`src/rtl/signed_seg_display.sv`:
```
// signed_seg_display: shows the divider quotient or remainder as a signed decimal on a 4-digit seven-segment display
module signed_seg_display #(
    parameter int unsigned REFRESH_DIV = 100000
) (
    input  logic       i_clk,
    input  logic       i_rst_n,
    input  logic [7:0] i_quo,
    input  logic [7:0] i_rem,
    input  logic       i_sel,
    output logic [6:0] o_seg,
    output logic [3:0] o_an,
    output logic       o_busy
);
    localparam logic [6:0] BLANK = 7'b1111111;
    localparam logic [6:0] MINUS = 7'b0111111;

    typedef enum logic [1:0] {IDLE, LOAD, SHIFT, DONE} state_t;

    state_t      state, next_state;
    logic [7:0]  sel_val, last_val, cap, mag;
    logic        sign, disp_sign, busy_d;
    logic [11:0] bcd, bcd_adj, disp_bcd;
    logic [19:0] shifted;
    logic [2:0]  bit_cnt;
    logic [31:0] scan_cnt;
    logic        scan_wrap;
    logic [1:0]  idx;
    logic [3:0]  ones, tens, hund;
    logic [6:0]  seg_d;

    function automatic logic [6:0] enc(input logic [3:0] d);
        case (d)
            4'd0:    enc = 7'b1000000;
            4'd1:    enc = 7'b1111001;
            4'd2:    enc = 7'b0100100;
            4'd3:    enc = 7'b0110000;
            4'd4:    enc = 7'b0011001;
            4'd5:    enc = 7'b0010010;
            4'd6:    enc = 7'b0000010;
            4'd7:    enc = 7'b1111000;
            4'd8:    enc = 7'b0000000;
            4'd9:    enc = 7'b0010000;
            default: enc = BLANK;
        endcase
    endfunction

    assign sel_val       = i_sel ? i_rem : i_quo;
    assign bcd_adj[3:0]  = (bcd[3:0]  >= 4'd5) ? bcd[3:0]  + 4'd3 : bcd[3:0];
    assign bcd_adj[7:4]  = (bcd[7:4]  >= 4'd5) ? bcd[7:4]  + 4'd3 : bcd[7:4];
    assign bcd_adj[11:8] = (bcd[11:8] >= 4'd5) ? bcd[11:8] + 4'd3 : bcd[11:8];
    assign shifted       = {bcd_adj, mag} << 1;
    assign scan_wrap     = (scan_cnt == 32'(REFRESH_DIV - 1));
    assign ones          = disp_bcd[3:0];
    assign tens          = disp_bcd[7:4];
    assign hund          = disp_bcd[11:8];

    // Conversion FSM state register
    always_ff @(posedge i_clk or negedge i_rst_n) begin
        if (!i_rst_n) state <= IDLE;
        else          state <= next_state;
    end

    // Next-state: convert on any operand change, 8 double-dabble steps, then publish
    always_comb begin
        next_state = state;
        case (state)
            IDLE:    next_state = (sel_val != last_val) ? LOAD : IDLE;
            LOAD:    next_state = SHIFT;
            SHIFT:   next_state = (bit_cnt == 3'd7) ? DONE : SHIFT;
            default: next_state = IDLE;
        endcase
    end

    // Busy is registered from next state so it tracks the non-IDLE states exactly
    always_comb busy_d = (next_state != IDLE);

    // Conversion datapath; display registers change only in DONE so no partial value is ever shown
    always_ff @(posedge i_clk or negedge i_rst_n) begin
        if (!i_rst_n) begin
            last_val  <= '0;
            cap       <= '0;
            sign      <= 1'b0;
            mag       <= '0;
            bcd       <= '0;
            bit_cnt   <= '0;
            disp_sign <= 1'b0;
            disp_bcd  <= '0;
            o_busy    <= 1'b0;
        end else begin
            o_busy <= busy_d;
            case (state)
                IDLE: if (sel_val != last_val) begin
                    cap      <= sel_val;
                    last_val <= sel_val;
                end
                LOAD: begin
                    sign    <= cap[7];
                    mag     <= cap[7] ? 8'd0 - cap : cap;
                    bcd     <= '0;
                    bit_cnt <= '0;
                end
                SHIFT: begin
                    bcd     <= shifted[19:8];
                    mag     <= shifted[7:0];
                    bit_cnt <= bit_cnt + 3'd1;
                end
                default: begin
                    disp_sign <= sign;
                    disp_bcd  <= bcd;
                end
            endcase
        end
    end

    // Refresh scanner: digit index advances once per REFRESH_DIV cycles
    always_ff @(posedge i_clk or negedge i_rst_n) begin
        if (!i_rst_n) begin
            scan_cnt <= '0;
            idx      <= '0;
        end else begin
            scan_cnt <= scan_wrap ? '0 : scan_cnt + 32'd1;
            idx      <= scan_wrap ? idx + 2'd1 : idx;
        end
    end

    // Digit content with leading-zero blanking; sign always sits in the leftmost digit
    always_comb begin
        seg_d = (idx == 2'd3) ? (disp_sign ? MINUS : BLANK) :
                (idx == 2'd2) ? ((hund == 4'd0) ? BLANK : enc(hund)) :
                (idx == 2'd1) ? ((hund == 4'd0 && tens == 4'd0) ? BLANK : enc(tens)) :
                enc(ones);
    end

    // Anodes and segments registered together so they switch in the same cycle
    always_ff @(posedge i_clk or negedge i_rst_n) begin
        if (!i_rst_n) begin
            o_seg <= 7'h7F;
            o_an  <= 4'hF;
        end else begin
            o_seg <= seg_d;
            o_an  <= ~(4'b0001 << idx);
        end
    end
endmodule

```
`config.mk`:
```
export PLATFORM = sky130hd
export DESIGN_NAME = signed_seg_display
export DESIGN_NICKNAME = d
export VERILOG_FILES = /design/src/rtl/signed_seg_display.sv
export SDC_FILE = /design/constraint.sdc
export NUM_CORES = 1
export LEC_CHECK = 0
export CAP_MARGIN = 20
export CORE_MARGIN = 3
export CORE_UTILIZATION = 48
export DETAILED_ROUTE_END_ITERATION = 8
export PLACE_DENSITY = 0.69
export SKIP_LAST_GASP = 1
export SLEW_MARGIN = 0
export SYNTH_ARGS = -nofsm -noshare
export SYNTH_HDL_FRONTEND = slang
export SYNTH_SLANG_ARGS = --single-unit
```
`constraint.sdc`:
```
create_clock -name i_clk -period 1.5 [get_ports i_clk]
set_input_delay 0.3 -clock i_clk [delete_from_list [all_inputs] [get_ports i_clk]]
set_output_delay 0.3 -clock i_clk [all_outputs]
set_load 0.005 [all_outputs]
```
==> impl_metrics.json <==
{
  "drt_wl_total_um": 11700,
  "violations": "negative setup slack",
  "crit_start": "scan_cnt[17]",
  "outcome": "finished with violations",
  "synth_area_um2": 5130,
  "nFillCells": 744,
  "grt.total_usage_pct": 19.3,
  "grt_max_degree": 30,
  "r2r-start": "scan_cnt[17]",
  "drive_gt1_share_pct": 39.6,
  "critPathKind": "flop to flop",
  "worstPathMaxFanout": 4,
  "crit_path_top_delay_cell": "dfrtp_1",
  "grt_pass1_vias": 4205,
  "p_switching_mw": 3.38,
  "place_hpwl_um": 7970,
  "sw_frac_of_total_pct": 36.2,
  "io_buffers": 30,
  "max_slew_margin_pct": 70.7,
  "finalCoreUtilization_pct": 70.0,
  "min_period_over_period_pct": 113,
  "cts_root_buf": "clkbuf_8",
  "tightestPinTransition_ps": 434,
  "crit_chain": "buf_4 -> buf_6 -> and3_4 -> and3_4 -> buf_4 -> nand3_2 -> nand2b_4 -> xnor2_2",
  "async_reset_ff_share_pct": 100,
  "ant_nets": 0,
  "synth-seq-cells": 93,
  "grt_pass1_wl_um": 18500,
  "clock_power_share_pct": 18.3,
  "hold_viol": 0,
  "synth_ff_type": "dfrtp_1",
  "drt-initial-drc-count": 121,
  "ir_drop_v": 0.000823,
  "max_freq_mhz": 592,
  "syn_inst": 515,
  "post-place-cells": 763,
  "die_y_um": 109,
  "final.setup.tns_ps": -3070,
  "slowest_delay_ps": 420,
  "synth.distinct_cells": 56,
  "p_int_mw": 5.95,
  "synth.avg_cell_area_um2": 9.95,
  "fp.coreArea_um2": 10400,
  "worst_ep_required_time_ps": 1750,
  "ios": 31,
  "p_per_area_nw_per_um2": 1280,
  "clk_path_buf_depth": 2,
  "crit_arrival_ps": 1940,
  "synth_edf_count": 0,
  "clk_pin_slew_ps": 90,
  "synthToLayoutAreaGrowth_pct": 41.6,
  "nets": 714,
  "leakage_nw": 3.27,
  "fin_ws_ps": -189,
  "die_area_um2": 12000,
  "preCtsSetupSlack_ps": -483,
  "antenna_found_initial": 0,
  "clk_latency_ps": 360,
  "die_w_um": 109,
  "clock_skew_ps": 9.29,
  "viasPerCell": 5.20,
  "diodes": 0,
  "gp_congestion": 0.921,
  "fin_crit_ps": 1690,
  "wl_per_cell_um": 14.6,
  "finalNonFillerCells": 803,
  "cp-end-kind": "flop",
  "numCtsBuffers": 9,
  "grt_setup_unrepaired": "true",
  "cts_tree": "yes",
  "rows": 37,
  "synth-warning-count": 0,
  "cp_num_buf_inv": 3,
  "htreeDepth": 3,
  "syn_nets": 567,
  "critPathLaunchType": "flop",
  "setup_violations": 30,
  "hold_path_class": "primary input to async pin",
  "finalPower_mw": 9.33,
  "firstDrtPassIters": 4,
  "ys_seq_area_share_pct": 45.7,
  "cts_sinks": 93,
  "gr-total-overflow": 0,
  "start_util_pct": 49.4,
  "drc": 0,
  "vias": 4172,
  "report.final.slew_viol_count": 0,
  "path_delay_family": "simple AND/OR/NAND/NOR gates",
  "max_cap_violations": 0,
  "power_frac_comb_pct": 45.1,
  "p_seq_share_pct": 36.6
}
[cell usage in the layout, fill, tap and decap left out, types with 4 or more instances in the layout]
master	synthesis	final
nand2b_1	6	6
clkbuf_8	0	10
clkdlybuf4s50_1	0	16
dfrtp_2	0	6
nand4_1	4	4
inv_2	0	6
mux2i_2	0	4
a31oi_1	5	4
o21ai_2	0	4
o22ai_1	12	12
xor2_1	19	19
nor4_1	6	4
nand2_1	26	25
dfrtp_1	82	76
buf_12	0	6
mux2_2	12	12
nor3_1	7	4
o21ai_0	34	24
a21oi_1	31	22
a21oi_2	0	8
o21ai_1	1	6
nand3_2	2	6
nor2_1	39	36
nor2b_1	10	8
ha_1	33	19
mux2i_1	11	5
and3_1	11	8
ha_4	0	8
dfstp_2	11	11
ha_2	0	6
dlygate4sd2_1	0	13
xnor2_1	30	29
buf_6	0	12
buf_4	3	110
inv_1	39	32
nand3_1	18	11
[kinds of logic (layout without fill, tap and decap cells)]
group / count (synthesis) / count (layout) / synth area share, %
and+or+nand+nor: 149 / 149 / 15.7
AOI/OAI and AO/OA: 106 / 106 / 12.3
DFF: 93 / 93 / 45.7
buffers and inverters: 61 / 213 / 4.78
xor gates and xnor gates: 50 / 50 / 8.69
adders and majority gates: 33 / 33 / 8.05
muxes: 23 / 23 / 4.78
[worst paths after layout]
check | endpoint | slack [ps] | cells past startpoint
worst max-delay path | scan_cnt[30] | -190 | 8
worst min-delay path | disp_bcd[2] | 420 | 2
worst max register to register | scan_cnt[30] | -190 | 8
worst min register to register | o_seg[6] | 480 | 1
max in group asynchronous | o_an[0] | 540 | 3
min in group i_clk | o_seg[6] | 480 | 1
[registers in the layout, indices dropped and copies added (netlist names), 2 cells and up]
signal and flops:
scan_cnt 32, bcd 12, disp_bcd 12, cap 8, mag 8, o_seg 7, o_an 4, bit_cnt 3
idx 2, state 2
[final cells by class]
type / count / area [um^2] / share of cell area, %
multi-input cells: 361 / 3030 / 41.7
flip-flops and latches: 93 / 2350 / 32.4
repair buffers: 158 / 1370 / 18.8
well taps: 136 / 170 / 2.34
inverters: 39 / 149 / 2.05
clock buffers: 11 / 141 / 1.95
clock inverters: 5 / 57.6 / 0.793
[per-layer routing]
metal	track usage (%)	share of wire (%)
met5	0	0
met4	7.12	2.3
met3	2.82	2.7
met2	34.7	52
met1	23.5	43
[metrics by stage]
| stage | hold WS [ps] | instance area [um^2] |
|---|---|---|
| 6_report | 424 | 7260 |
| 5_1_grt | 458 | 7260 |
| 4_1_cts | 418 | 6820 |
| 3_5_place_dp | 265 | 6370 |
| 3_3_place_gp | 266 | 6370 |
| 2_1_floorplan | 4.41 | 5170 |
[worst reg2reg max path: stages (launching register included)]
cell      delay [ps]
dfrtp_1          420
buf_4            140
buf_6             80
and3_4           180
and3_4           200
buf_4            110
nand3_2          140
nand2b_4         210
xnor2_2          120
[power groups by stage]
stage	clock (mW)	combinational, mW	sequential [mW]
after detailed placement	0	3.57	3.41
after global routing	1.82	4.63	3.47
after floorplan	0	2.28	3.33
final	1.70	4.21	3.42
after global placement	0	3.46	3.38
after CTS	1.74	3.74	3.37
[cells in the mapped netlist (all sizes together) (9+ instances only)]
library cell  count  area [um^2]
o22ai            12         75.1
dfstp            11          289
and3             11         68.8
nor2             39          146
o21ai            35          175
dfrtp            82         2050
buf               9         50.1
inv              39          146
nor2b            12         80.1
xnor2            31          279
nand2            29          116
nand3            20          110
a21oi            31          155
clkbuf           13         48.8
mux2i            11          110
ha               33          413
xor2             19          166
mux2             12          135
[timing repair]
action | CTS | global route
setup buffers | 9 | 18
pin swaps | 14 | 29
resized for setup | 57 | 74
setup endpoints to repair | 50 | 49
hold buffers | 1 | 0
endpoints found under the hold margin | 15 | 0
Note: power is estimated with default switching activity, not from simulation.
